--- src/rtl/tx_frame_serializer.sv ---
// UART-style transmit framing stage. Takes one byte per frame over a
// valid/ready handshake. It sends a start bit, eight data bits LSB-first, an
// optional parity bit and one or two stop bits. Every bit boundary lines up
// with the wrap of the upstream clock_generator phase counter.
module tx_frame_serializer #(
    parameter int MOD        = 8,
    parameter int BITS       = $clog2(MOD),
    parameter bit PARITY_EN  = 1'b0,
    parameter bit PARITY_ODD = 1'b0,
    parameter int STOP_BITS  = 1
) (
    input  logic            clock,
    input  logic            reset,
    input  logic [BITS-1:0] count,
    input  logic [7:0]      data_in,
    input  logic            data_valid,
    output logic            data_ready,
    output logic            tx_out,
    output logic            tx_busy,
    output logic            bit_strobe
);

    typedef enum logic [2:0] {
        IDLE,
        WAIT,
        START,
        DATA,
        PARITY,
        STOP
    } state_e;

    state_e      state_q, state_d;
    logic [7:0]  shreg_q, shreg_d;
    logic [2:0]  bitcnt_q, bitcnt_d;
    logic        stopcnt_q, stopcnt_d;
    logic        parity_q, parity_d;
    logic        tx_q, tx_d;
    logic        ready_q, ready_d;
    logic        busy_q, busy_d;
    logic        strobe_q, strobe_d;
    logic        tick;

    // The last phase of the generator period. Each new bit appears on the edge after it.
    assign tick = (count == BITS'(MOD - 1));

    // Next-state and next-output logic for the framing FSM.
    always_comb begin
        // NOTE: every variable gets its default first. Then no path through the
        // case can leave a variable unassigned, so no latch is inferred.
        state_d   = state_q;
        shreg_d   = shreg_q;
        bitcnt_d  = bitcnt_q;
        stopcnt_d = stopcnt_q;
        parity_d  = parity_q;
        tx_d      = tx_q;
        ready_d   = ready_q;
        busy_d    = busy_q;
        strobe_d  = 1'b0;

        case (state_q)
            IDLE: begin
                // Accepting a byte does not wait for tick. WAIT handles the alignment.
                if (data_valid && ready_q) begin
                    shreg_d  = data_in;
                    parity_d = (^data_in) ^ PARITY_ODD;
                    ready_d  = 1'b0;
                    busy_d   = 1'b1;
                    state_d  = WAIT;
                end
            end
            WAIT: begin
                if (tick) begin
                    tx_d     = 1'b0;
                    strobe_d = 1'b1;
                    state_d  = START;
                end
            end
            START: begin
                if (tick) begin
                    tx_d     = shreg_q[0];
                    shreg_d  = {1'b0, shreg_q[7:1]};
                    bitcnt_d = 3'd0;
                    strobe_d = 1'b1;
                    state_d  = DATA;
                end
            end
            DATA: begin
                if (tick) begin
                    strobe_d = 1'b1;
                    if (bitcnt_q != 3'd7) begin
                        tx_d     = shreg_q[0];
                        shreg_d  = {1'b0, shreg_q[7:1]};
                        bitcnt_d = bitcnt_q + 3'd1;
                    end else if (PARITY_EN) begin
                        tx_d    = parity_q;
                        state_d = PARITY;
                    end else begin
                        tx_d      = 1'b1;
                        stopcnt_d = 1'b0;
                        state_d   = STOP;
                    end
                end
            end
            PARITY: begin
                if (tick) begin
                    tx_d      = 1'b1;
                    strobe_d  = 1'b1;
                    stopcnt_d = 1'b0;
                    state_d   = STOP;
                end
            end
            STOP: begin
                if (tick) begin
                    if (int'(stopcnt_q) == STOP_BITS - 1) begin
                        ready_d = 1'b1;
                        busy_d  = 1'b0;
                        state_d = IDLE;
                    end else begin
                        // A second stop bit starts here. The line is already high.
                        stopcnt_d = 1'b1;
                        strobe_d  = 1'b1;
                    end
                end
            end
            default: state_d = IDLE;
        endcase
    end

    // State and output registers. A synchronous reset aborts any frame in flight.
    always_ff @(posedge clock) begin
        // NOTE: use non-blocking assignments here. Then every register samples
        // the values from before the edge, whatever the statement order.
        if (reset) begin
            state_q   <= IDLE;
            shreg_q   <= 8'd0;
            bitcnt_q  <= 3'd0;
            stopcnt_q <= 1'b0;
            parity_q  <= 1'b0;
            tx_q      <= 1'b1;
            ready_q   <= 1'b1;
            busy_q    <= 1'b0;
            strobe_q  <= 1'b0;
        end else begin
            state_q   <= state_d;
            shreg_q   <= shreg_d;
            bitcnt_q  <= bitcnt_d;
            stopcnt_q <= stopcnt_d;
            parity_q  <= parity_d;
            tx_q      <= tx_d;
            ready_q   <= ready_d;
            busy_q    <= busy_d;
            strobe_q  <= strobe_d;
        end
    end

    assign data_ready = ready_q;
    assign tx_out     = tx_q;
    assign tx_busy    = busy_q;
    assign bit_strobe = strobe_q;

endmodule

--- config.mk ---
export PLATFORM = sky130hd
export DESIGN_NAME = tx_frame_serializer
export DESIGN_NICKNAME = d
export VERILOG_FILES = /design/src/rtl/tx_frame_serializer.sv
export SDC_FILE = /design/constraint.sdc
export NUM_CORES = 1
export LEC_CHECK = 0
export ABC_CLOCK_PERIOD_IN_PS = 1600
export CAP_MARGIN = 20
export CORE_AREA = 4 4 51 53
export CTS_BUF_LIST = sky130_fd_sc_hd__clkbuf_4 sky130_fd_sc_hd__clkbuf_8
export CTS_CLUSTER_DIAMETER = 200
export DETAILED_ROUTE_END_ITERATION = 8
export DIE_AREA = 0 0 55 57
export PLACE_DENSITY = 0.75
export SLEW_MARGIN = 25
export SYNTH_ARGS = -nofsm -noshare
export SYNTH_HDL_FRONTEND = slang
export SYNTH_SLANG_ARGS = --single-unit
export TNS_END_PERCENT = 10
--- constraint.sdc ---
create_clock -name clock -period 1.6 [get_ports clock]
set_clock_uncertainty 0.05 [all_clocks]
set_input_delay 0.24 -clock clock [delete_from_list [all_inputs] [get_ports clock]]
set_output_delay 0.24 -clock clock [all_outputs]
set_load 0.03 [all_outputs]
# Word level (Yosys, flattened, before mapping)
# Cells that the tools add are included.
[word_totals] wordCells=79 register_bits=19
[classes] n_reduce_logical=14 eq_ne=16 n_mux=40 add_sub_neg=1
[op_table] operator="$mux 3" count=11
[op_table] operator="$mux 8" count=4
[op_table] operator="$pmux 8 s3" count=1
[op_table] operator="$ne 2x2->1 const B" count=9
[op_table] operator="$pmux 3 s6" count=1
[op_table] operator="$mux 1" count=17
[op_table] operator="$reduce_and 5->1" count=3
[op_table] operator="$eq 3x3->1 const B" count=3
[op_table] operator="$reduce_and 4->1" count=2
[op_table] operator="$reduce_and 8->1" count=1
[op_table] operator="$eq 3x2->1 const B" count=2
[op_table] operator="$pmux 1 s2" count=3
[op_table] operator="$pmux 3 s2" count=1
[op_table] operator="$reduce_bool 3->1" count=2
[op_table] operator="$pmux 1 s4" count=1
[op_table] operator="$reduce_bool 2->1" count=2
[op_table] operator="$reduce_bool 4->1" count=1
[op_table] operator="$reduce_or 4->1" count=1
[op_table] operator="$add 3x1->3 const B" count=1
[op_table] operator="$eq 3x1->1 const B" count=1
[op_table] operator="$logic_not 3->1" count=1
[op_table] operator="$ne 3x3->1 const B" count=1
[op_table] operator="$pmux 1 s3" count=1
[op_table] operator="$logic_and 1x1->1" count=1

# Logic depth before layout (Yosys ltp)
# Gate-level depths: netlist of the first run.
[depth] depth_word=4 depth_mapped=6 ltp_nobuf=5

# Worst setup path before layout of the first run
# Ideal clock, no wire load.
[synth_timing] path_type="register to register" startpoint="register bitcnt_q[0]" endpoint="register bitcnt_q[1]" period_less_slack_ps=1681 n_path_buf=1 setup_slack_ps=-81 path_stages_with_launch=7 setup_time_ps=71 required_time_ps=1479 t_arrival_ps=1560 cell_sequence="dfxtp_1 -> ha_1 -> ha_1 -> and2_4 -> buf_6 -> or4_1 -> a21oi_1"
[synth_via] elab_chain_len=4
[synth_rtl] item="start, declared" line="34" rtl="logic [2:0] bitcnt_q, bitcnt_d;"
[synth_rtl] item="start signal, assigned" line="146" rtl="bitcnt_q <= bitcnt_d;"
[synth_rtl] item="$add 3x1->3" line="93" rtl="bitcnt_d = bitcnt_q + 3'd1;"
[synth_rtl] item="$mux 3" line="90" rtl="if (bitcnt_q != 3'd7) begin"
[synth_rtl] item="$mux 3" line="88" rtl="if (tick) begin"
[synth_rtl] item="$pmux 3 s2" line="60" rtl="case (state_q)"
# Parallel ways exist; a longest one is shown, timed or not. The select of a mux whose other input is x is not followed.
# A chain may end at the register's enable or synchronous reset.

# Final worst setup path of the first run
[layout_timing] startpoint="register bitcnt_q[1]" endpoint="register bitcnt_q[1]"
# Same word-level chain as after synthesis.

==> impl_metrics.json, run 1 <==
{
  "outcome": "completed",
  "hold_violations": 0,
  "min_period_ns": 1.56,
  "final_layout_size_suffix_gt1_frac": 0.262,
  "synth_area_leaders": "dfxtp_1 36%, mux2_2 7.9%, mux2i_1 7.0%, nand2_1 6.4%, a21oi_1 3.0%",
  "htreeDepth": 1,
  "cp.required_ns": 1.79,
  "dieHeight_um": 57,
  "synthCells": 107,
  "vias": 861,
  "viasPerCell": 5.45,
  "drt_iter0_markers": 16,
  "syn_to_final_growth_pct": 31.3,
  "yosysUniqueCellTypes": 37,
  "worst-path-max-fanout": 4,
  "grt_use_met3": 0.0287,
  "pre_cts_ws_ns": -0.0865,
  "whs_ns": 0.407,
  "ys_async_sr_fraction": 0,
  "cp.arrival_ns": 1.75,
  "max_freq_mhz": 641,
  "synth_nets": 123,
  "cpLargestDelayFamily": "simple AND/OR/NAND/NOR gates",
  "avgSynthCellArea_sq_um": 9.35,
  "port_buffers": 17,
  "grt_pass1_wl_um": 3500,
  "leakagePower_nw": 0.508,
  "ioPinCount": 18,
  "grt.overflow.total": 0,
  "worstSetupPathType": "reg -> reg",
  "critPathSlowestCell": "or4_4",
  "cts_root_buf": "clkbuf_4",
  "gp_congestion": 0.789,
  "grt_usage": 0.149,
  "synth-edff-count": 0,
  "grt_pass1_vias": 820,
  "clk_latency_ns": 0.29,
  "clk_pin_slew_ns": 0.11,
  "finalSetupViolCount": 0,
  "n_fill_cell": 192,
  "start_util": 0.466,
  "antenna_found_initial": 0,
  "n_antenna_cell": 0,
  "ir_worst_vdd_mv": 0.471,
  "yosysWarnings": 0,
  "dp.cells": 154,
  "fp.coreArea_sq_um": 2150,
  "tritoncts.num_buffers": 3,
  "final_nets": 148,
  "cp-start-kind": "flop",
  "grt_max_degree": 17,
  "period_share": 0.976,
  "rsz0062_at_grt": "false",
  "gr-usage-met2": 0.238,
  "cpMostUsedCell": "ha_4",
  "drc": 0,
  "worstPathCellList": "ha_4, ha_4, and2_4, or4_4, a21oi_2",
  "rows": 17,
  "cts.sinks": 18,
  "synth_top_area_frac": 0.360,
  "critPathBufInv": 0,
  "worst_path_largest_cell_delay_ns": 0.50,
  "synth_seq_cells": 18,
  "final_cells": 158,
  "p_per_area_nw_per_um2": 710,
  "synth_top_area_cell": "dfxtp_1",
  "ys_seq_area_frac": 0.360,
  "worst_hold_path_type": "reg -> reg",
  "postPlaceCellArea_sq_um": 1260,
  "setup_ws_ns": 0.0391,
  "max_slew_margin": 0.718,
  "grt_busiest_layer": "met2",
  "firstDrtPassIters": 4,
  "post_drt_wl_per_cell_um": 13.1,
  "cts_buffer_depth": 2,
  "end_kind": "flop",
  "met1_usage": 0.189,
  "drv_cap": 0,
  "final_max_slew_viol_count": 0,
  "postCtsHoldBufs": 0,
  "hpwlAfterDp_um": 1510,
  "final_util": 0.612,
  "tightestPinTransition_ns": 0.422,
  "die_w_um": 55,
  "die-area_sq_um": 3140,
  "wirelength_um": 2070,
  "synthFlopType": "dfxtp_1",
  "cts_tree": "done",
  "final_cell_area_sq_um": 1310,
  "ant_nets": 0,
  "netlist_area_sq_um": 1000
}
-- cell type report --
type / count / area, sq um / area share
repair buffers: 28 / 262 / 0.199
well taps: 28 / 35.0 / 0.0267
clock buffers: 3 / 22.5 / 0.0171
multi-input cells: 79 / 624 / 0.475
flip-flops and latches: 18 / 363 / 0.276
inverters: 2 / 7.51 / 0.00571
-- registers in the layout (all words and copies together) (netlist names) --
name,cells
shreg_q,8
bitcnt_q,3
state_q,3
bit_strobe,1
data_ready,1
tx_busy,1
tx_out,1
-- tightest hold or removal path, delay by kind of cell (launching register included) --
kind | cells | cell delay, ns
DFF | 1 | 0.32
muxes | 1 | 0.05
and+or+nand+nor | 1 | 0.05
-- per-layer routing --
| layer | share of wire | wire, um | up-vias |
|---|---|---|---|
| li1 | - | - | 445 |
| met1 | 0.44 | 902 | 400 |
| met2 | 0.52 | 1070 | 12 |
| met3 | 0.036 | 74 | 4 |
| met4 | 0.013 | 27 | 0 |
| met5 | 0 | 0 | - |
-- synthesized netlist by cell type (2+ instances only) --
master	instances
or4_1	2
and3_1	2
inv_1	2
clkbuf_1	2
mux2_2	7
nand4_1	2
nand2_1	17
dfxtp_1	18
mux2i_1	7
a211o_1	2
buf_4	2
o21bai_1	2
nor3_1	2
a31oi_1	2
buf_2	3
or3b_1	2
nand3_1	2
nor3b_1	3
o31ai_1	4
a21oi_1	6
ha_1	2
-- timing repair --
action                                  CTS  global route
endpoints found under the setup margin    4             4
setup buffers                             0             1
pin swaps                                 0             2
resized for setup                         3             6
gates cloned                              0             0
-- worst paths after layout --
check	slack, ns	from	to	depth (start not counted)
worst max-delay path	0.04	bitcnt_q[1]$_SDFFE_PP0P_	bitcnt_q[1]$_SDFFE_PP0P_	5
worst min-delay path	0.41	shreg_q[0]$_SDFFE_PP0P_	shreg_q[0]$_SDFFE_PP0P_	2
worst max register to register	0.04	bitcnt_q[1]$_SDFFE_PP0P_	bitcnt_q[1]$_SDFFE_PP0P_	5
worst min register to register	0.41	shreg_q[0]$_SDFFE_PP0P_	shreg_q[0]$_SDFFE_PP0P_	2
-- placed cells by master (no fill, tap or decap), types with 2 or more instances in the layout --
cell,n
a211o_1,2
a21oi_1,4
a21oi_2,2
a31oi_1,2
and3_1,2
buf_4,10
clkbuf_4,3
clkdlybuf4s50_1,14
dfxtp_1,16
dfxtp_2,2
dlygate4sd2_1,3
ha_4,2
inv_1,2
mux2_2,7
mux2i_1,7
nand2_1,17
nand3_1,2
nand4_1,2
nor3_1,2
nor3b_1,3
o21bai_1,2
o31ai_1,4
or3b_1,2
or4_4,2
-- per-stage QoR --
stage                     setup TNS (ns)  total power (W)
final                                  0         0.000933
after detailed placement          -0.598         0.000722
after global placement            -0.303         0.000717
after global routing                   0         0.000979
after floorplan                 -0.00970         0.000627
after CTS                       -0.00608         0.000940
-- cells by family (layout without fill, tap and decap cells) --
logic type | Yosys count | count (layout) | share of synthesized area
DFF | 18 | 18 | 0.360
buffers and inverters | 10 | 33 | 0.0562
AOI/OAI and AO/OA | 24 | 24 | 0.195
and+or+nand+nor | 39 | 39 | 0.215
muxes | 14 | 14 | 0.149
adders and majority gates | 2 | 2 | 0.0250
-- where the power goes --
group	internal [W]	switching, W
logic	0.000112	0.0000958
registers	0.000477	0.0000210
clock network	0.0000875	0.000140
total	0.000676	0.000257
Note: power is estimated with default switching activity, not from simulation.
==> run 2, diff against run 1 <==
--- a/config.mk
+++ b/config.mk
@@ -6,7 +6,6 @@
 export NUM_CORES = 1
 export LEC_CHECK = 0
 export ABC_CLOCK_PERIOD_IN_PS = 1600
-export CAP_MARGIN = 20
 export CORE_AREA = 4 4 51 53
 export CTS_BUF_LIST = sky130_fd_sc_hd__clkbuf_4 sky130_fd_sc_hd__clkbuf_8
 export CTS_CLUSTER_DIAMETER = 200
==> results of run 2 <==
The final DEF is identical to that of run 1; final timing and power are the same.
